<file path="src/rtl/uart_tx_cfg.sv">
// Runtime-configurable UART transmitter: per-frame character width, parity and stop length.
// Paced by an external s_tick oversampling strobe (S ticks per bit); all outputs registered.
module uart_tx_cfg #(
  parameter int DBIT_MAX = 8,
  parameter int S        = 16
) (
  input  logic                             clk,
  input  logic                             reset_n,
  input  logic                             s_tick,
  input  logic                             start,
  input  logic [DBIT_MAX-1:0]              d_in,
  input  logic [$clog2(DBIT_MAX+1)-1:0]    dbits,
  input  logic [1:0]                       par_mode,
  input  logic [1:0]                       stop_mode,
  output logic                             tx,
  output logic                             busy,
  output logic                             done_tick
);

  localparam int DBW = $clog2(DBIT_MAX + 1);
  localparam int CW  = $clog2(2 * S);

  localparam logic [DBW-1:0] DMAX     = DBW'(DBIT_MAX);
  localparam logic [DBW-1:0] ONE_B    = DBW'(1);
  localparam logic [CW-1:0]  S_LAST   = CW'(S - 1);
  localparam logic [CW-1:0]  S15_LAST = CW'(S + S / 2 - 1);
  localparam logic [CW-1:0]  S2_LAST  = CW'(2 * S - 1);

  typedef enum logic [2:0] {IDLE, START, DATA, PARITY, STOP} state_t;

  state_t                state_q;
  logic [CW-1:0]         tick_q;
  logic [DBW-1:0]        bit_q;
  logic [DBW-1:0]        dlast_q;
  logic [DBIT_MAX-1:0]   sh_q;
  logic                  par_en_q;
  logic                  par_bit_q;
  logic [1:0]            stop_q;
  logic                  tx_q;
  logic                  busy_q;
  logic                  done_q;

  logic [DBW-1:0]        eff_dbits_d;
  logic [CW-1:0]         sb_last_d;

  // Parity over the low n bits only; odd parity is the inverted XOR.
  function automatic logic parity_f(input logic [DBIT_MAX-1:0] d,
                                    input logic [DBW-1:0]      n,
                                    input logic                odd);
    logic p;
    p = odd;
    for (int i = 0; i < DBIT_MAX; i++) begin
      if (DBW'(i) < n) p = p ^ d[i];
    end
    return p;
  endfunction

  always_comb begin
    eff_dbits_d = dbits;
    if (dbits == '0 || dbits > DMAX) eff_dbits_d = DMAX;
  end

  always_comb begin
    sb_last_d = S_LAST;
    case (stop_q)
      2'b01:   sb_last_d = S15_LAST;
      2'b10:   sb_last_d = S2_LAST;
      default: sb_last_d = S_LAST;
    endcase
  end

  always_ff @(posedge clk or negedge reset_n) begin
    if (!reset_n) begin
      state_q   <= IDLE;
      tick_q    <= '0;
      bit_q     <= '0;
      dlast_q   <= '0;
      sh_q      <= '0;
      par_en_q  <= 1'b0;
      par_bit_q <= 1'b0;
      stop_q    <= '0;
      tx_q      <= 1'b1;
      busy_q    <= 1'b0;
      done_q    <= 1'b0;
    end else begin
      done_q <= 1'b0;
      case (state_q)
        IDLE: begin
          tx_q   <= 1'b1;
          busy_q <= 1'b0;
          if (start) begin
            sh_q      <= d_in;
            dlast_q   <= eff_dbits_d - ONE_B;
            par_en_q  <= par_mode[0] ^ par_mode[1];
            par_bit_q <= parity_f(d_in, eff_dbits_d, par_mode[1]);
            stop_q    <= stop_mode;
            tick_q    <= '0;
            bit_q     <= '0;
            tx_q      <= 1'b0;
            busy_q    <= 1'b1;
            state_q   <= START;
          end
        end
        START: if (s_tick) begin
          if (tick_q == S_LAST) begin
            tick_q  <= '0;
            tx_q    <= sh_q[0];
            state_q <= DATA;
          end else begin
            tick_q <= tick_q + 1'b1;
          end
        end
        DATA: if (s_tick) begin
          if (tick_q == S_LAST) begin
            tick_q <= '0;
            sh_q   <= sh_q >> 1;
            if (bit_q == dlast_q) begin
              if (par_en_q) begin
                tx_q    <= par_bit_q;
                state_q <= PARITY;
              end else begin
                tx_q    <= 1'b1;
                state_q <= STOP;
              end
            end else begin
              bit_q <= bit_q + 1'b1;
              tx_q  <= sh_q[1];
            end
          end else begin
            tick_q <= tick_q + 1'b1;
          end
        end
        PARITY: if (s_tick) begin
          if (tick_q == S_LAST) begin
            tick_q  <= '0;
            tx_q    <= 1'b1;
            state_q <= STOP;
          end else begin
            tick_q <= tick_q + 1'b1;
          end
        end
        STOP: if (s_tick) begin
          if (tick_q == sb_last_d) begin
            tick_q  <= '0;
            busy_q  <= 1'b0;
            done_q  <= 1'b1;
            state_q <= IDLE;
          end else begin
            tick_q <= tick_q + 1'b1;
          end
        end
        default: state_q <= IDLE;
      endcase
    end
  end

  assign tx        = tx_q;
  assign busy      = busy_q;
  assign done_tick = done_q;

endmodule

</file>
<file path="config.mk">
export PLATFORM = sky130hd
export DESIGN_NAME = uart_tx_cfg
export DESIGN_NICKNAME = d
export VERILOG_FILES = /design/src/rtl/uart_tx_cfg.sv
export SDC_FILE = /design/constraint.sdc
export NUM_CORES = 1
export LEC_CHECK = 0
export BUFFER_PORTS_ARGS = -buffer_cell sky130_fd_sc_hd__buf_2
export CORE_MARGIN = 8
export CORE_UTILIZATION = 50
export DETAILED_ROUTE_END_ITERATION = 12
export HOLD_SLACK_MARGIN = 0.12
export PLACE_DENSITY = 0.71
export SLEW_MARGIN = 20
export SYNTH_ARGS = -nofsm -noshare
export SYNTH_HDL_FRONTEND = slang
export SYNTH_SLANG_ARGS = --single-unit
export TNS_END_PERCENT = 30
</file>
<file path="constraint.sdc">
create_clock -name clk -period 6 [get_ports clk]
set_input_delay 0.6 -clock clk [delete_from_list [all_inputs] [get_ports clk]]
set_output_delay 0.6 -clock clk [all_outputs]
set_load 0.02 [all_outputs]
</file>
==> results by group <==
Pwr
  • Switch Pwr: 373 uW
  • Clock network power share: 19.0%
  • Peak supply drop: 153 uV
  • Power share of the combinational group: 41.7%
  • Leakage: 1.02 nW
  • Switch share: 38.9%
  • Pwr/cell area: 435 mW/mm^2
  • Internal: 586 uW
  • Sequential share of power: 39.3%

Setup path
  • CP endpoint: bit_q[3]
  • CP Capture Type: flop
  • Critical path required time: 6.17 ns
  • Worst path top cell family by delay: compound AO/OA/AOI/OAI gates
  • Crit path from: tick_q[0]
  • R2R cell count: 10
  • Reg2Reg Launch Point: tick_q[0]
  • Levels on crit path: 10
  • Crit Path Max Fanout: 16
  • Reg2reg end: bit_q[3]
  • CP peak stage delay: 0.71 ns
  • CP bufs+invs: 1
  • Worst path most repeated cell: ha_1
  • Critical Path AT: 2.70 ns
  • Slowest CP cell: o21ai_1
  • Startpoint class of the critical path: flop
  • Reg2Reg Setup Slack: 3.48 ns
  • Worst-path cell chain: ha_1, nand3_1, inv_1, ha_1, and3_1, o21ai_1, a21oi_1, nand4_1, xor2_1, nor2_1
  • Kind of critical path: reg -> reg

Hold path
  • Min-delay worst type: in -> async

Route
  • Final wirelength: 3770 um
  • Residual DRC: 0
  • Final ANT Viol Nets: 0
  • Via Count: 1511
  • Pre-antenna DRT Iters: 4
  • Via density: 5.32
  • Wire per inst: 13.3 um
  • First DRT Iteration DRCs: 61

Yosys
  • Area share of the largest cell type after synthesis: 37.9%
  • Syn nets: 240
  • Synth cell count leaders: 30 x dfrtp_1, 27 x nand2_1, 18 x nor2_1, 17 x o21ai_0, 11 x inv_1
  • Main combinational cell family by area after synthesis: compound AO/OA/AOI/OAI gates
  • Share of flip-flops with an asynchronous set or reset: 100%
  • Top cell type by total area after synthesis: dfrtp_1
  • Sequential share of the synthesized area: 39.2%
  • Compound-gate portion of the synthesized area: 20.0%
  • Mapped Cells: 213
  • Yosys reg bits: 31
  • Post-synthesis mux area share: 5.24%
  • Unique masters post-synth: 47
  • XOR/XNOR Fraction of Synth Area: 6.89%
  • Post-Syn Area: 0.00198 sq mm
  • Most common cell in the netlist: dfrtp_1
  • Leading post-synthesis cells by cell area: dfrtp_1 38%, nand2_1 5.1%, ha_1 4.4%, o21ai_0 4.3%, mux2i_1 3.5%
  • Average size of a mapped cell: 9.30 sq um
  • Ys flop type: dfrtp_1
  • Synth Area in Adders: 4.42%
  • Number of flops mapped to enable cells by yosys: 0
  • Simple-Gate Fraction of Synth Area: 19.2%
  • Yosys warnings: 0

Clock tree
  • Total clock sinks: 31
  • Clk Latency, worst-skew pair: 0.29 ns
  • Clock Tree Root: clkbuf_8
  • Setup Buffers After CTS: 0
  • H-tree depth: 2
  • Clk slew on worst S/H paths: 0.07 ns
  • Num CTS Buffers: 5
  • Cts hold-fix bufs: 0
  • Post-CTS Resized: 0
  • Clock buffer depth: 2
  • CTS tree: done

Timing
  • Final worst-path cycle share: 42.1%
  • Worst hold slack: 0.347 ns
  • Peak Freq: 396 MHz
  • Setup_tns: 0 ns
  • Clk_skew: 0.00822 ns
  • Unrepaired setup endpoints after global routing: false
  • Minimum clock period: 2.52 ns
  • Final setup fails: 0
  • Max-Slew Margin vs Limit: 39.7%
  • Hold Vio Cnt, Final: 0
  • Worst-margin pin slew: 0.898 ns
  • Slew Limit Fails: 0

Die
  • Die Area: 0.00623 sq mm
  • Core footprint: 0.00391 sq mm
  • Die Y: 78.9 um
  • # rows: 23
  • Starting density of the core: 50.6%
  • Ports: 23
  • Chip Width: 78.9 um

Global routing
  • Global-route track usage on met1: 17.6%
  • Largest net degree at the start of global routing: 32
  • First-pass GRT wire length: 6720 um
  • Most Crowded Layer GR: met2
  • Grt total ovfl: 0
  • Vias in the first global route: 1476
  • Tot GR Track Use: 13.5%
  • M2 GR Usage: 20.5%
  • Met3 GRT Util: 3.16%
  • Initial antenna violation count: 0

Cells and area
  • P&R area growth vs syn: 11.2%
  • Layout cell share with drive strength beyond 1: 17.9%
  • Ant. Diodes: 0
  • Nets: 260

Placement
  • Detail Placement HPWL: 2860 um
  • Number of port buffers: 22
  • GP Congestion: 0.713

Run status
  • Outcome: completed

Flow run
  • Max cap viols: 0
[through the flow]
stage | instances | total power, mW | area (sq um) | util, % | setup slack (ns)
after floorplan | 213 | 0.701 | 1980 | - | 3.88
after global placement | 276 | 0.775 | 2100 | 53.7 | 3.51
after detailed placement | 276 | 0.785 | 2100 | 53.7 | 3.47
after CTS | 284 | 0.970 | 2200 | 56.3 | 3.46
after global routing | 284 | 1.04 | 2200 | 56.3 | 3.21
final | 284 | 0.959 | 2200 | 56.3 | 3.48
[state kept, by name, summed over array words and instances (netlist names)]
name,count
par_bit_q,1
tick_q,5
done_tick,1
busy,1
sh_q,8
state_q,3
par_en_q,1
dlast_q,4
bit_q,4
tx,1
stop_q,2
[how the worst min path moves through the flow]
| stage | start | end | slack (ns) | cells after the start |
|---|---|---|---|---|
| floorplan | reset_n | bit_q[0] | 0.30 | 0 |
| global placement | busy | busy | 0.45 | 1 |
| detailed placement | busy | busy | 0.46 | 1 |
| CTS | reset_n | busy | 0.37 | 1 |
| global route | reset_n | state_q[1] | 0.41 | 1 |
| finish | reset_n | busy | 0.35 | 1 |
[layer usage]
layer	up-vias	share of wire [%]
li1	779	-
met1	702	50
met2	24	45
met3	6	3.1
met4	0	2.2
met5	-	0
[cell type report]
| class | instances | area [sq um] |
|---|---|---|
| flip-flops and latches | 31 | 777 |
| well taps | 50 | 62.6 |
| multi-input cells | 161 | 1100 |
| clock buffers | 8 | 100 |
| inverters | 11 | 41.3 |
| repair buffers | 23 | 118 |
| fillers | 371 | 1710 |
[cell families after synthesis]
kind of cell	after synthesis
XOR/XNOR	14
flip-flops	31
AO/OA/AOI/OAI	54
multiplexers	10
adder cells (fa/ha/maj)	7
buffers and inverters	21
AND/OR/NAND/NOR	76
[power groups by stage]
stage	Sequential (mW)	Clock, mW	Combinational (mW)
floorplan	0.356	0	0.345
global placement	0.378	0	0.397
detailed placement	0.380	0	0.405
CTS	0.377	0.186	0.406
global route	0.392	0.195	0.456
finish	0.377	0.182	0.400
[cell usage in the layout (no fill, tap or decap), types with 3 or more instances in the layout]
| cell type | synthesis | routed |
|---|---|---|
| nor2b_1 | 3 | 3 |
| a22o_1 | 3 | 3 |
| and3_1 | 3 | 3 |
| nand3_1 | 4 | 4 |
| nand2_1 | 27 | 27 |
| a21oi_1 | 9 | 9 |
| inv_1 | 11 | 11 |
| ha_1 | 7 | 7 |
| nor2_1 | 18 | 18 |
| o21ai_0 | 17 | 17 |
| mux2i_1 | 7 | 7 |
| xnor2_1 | 6 | 6 |
| dfrtp_1 | 30 | 30 |
| o21ai_1 | 5 | 5 |
| xor2_1 | 7 | 7 |
| clkbuf_8 | 0 | 7 |
| nor3_1 | 3 | 3 |
| buf_2 | 4 | 22 |
| a21o_1 | 3 | 3 |
| nand2b_1 | 3 | 3 |
| o22a_1 | 3 | 3 |
| and2_1 | 4 | 4 |
(Power assumes the default switching activity.)
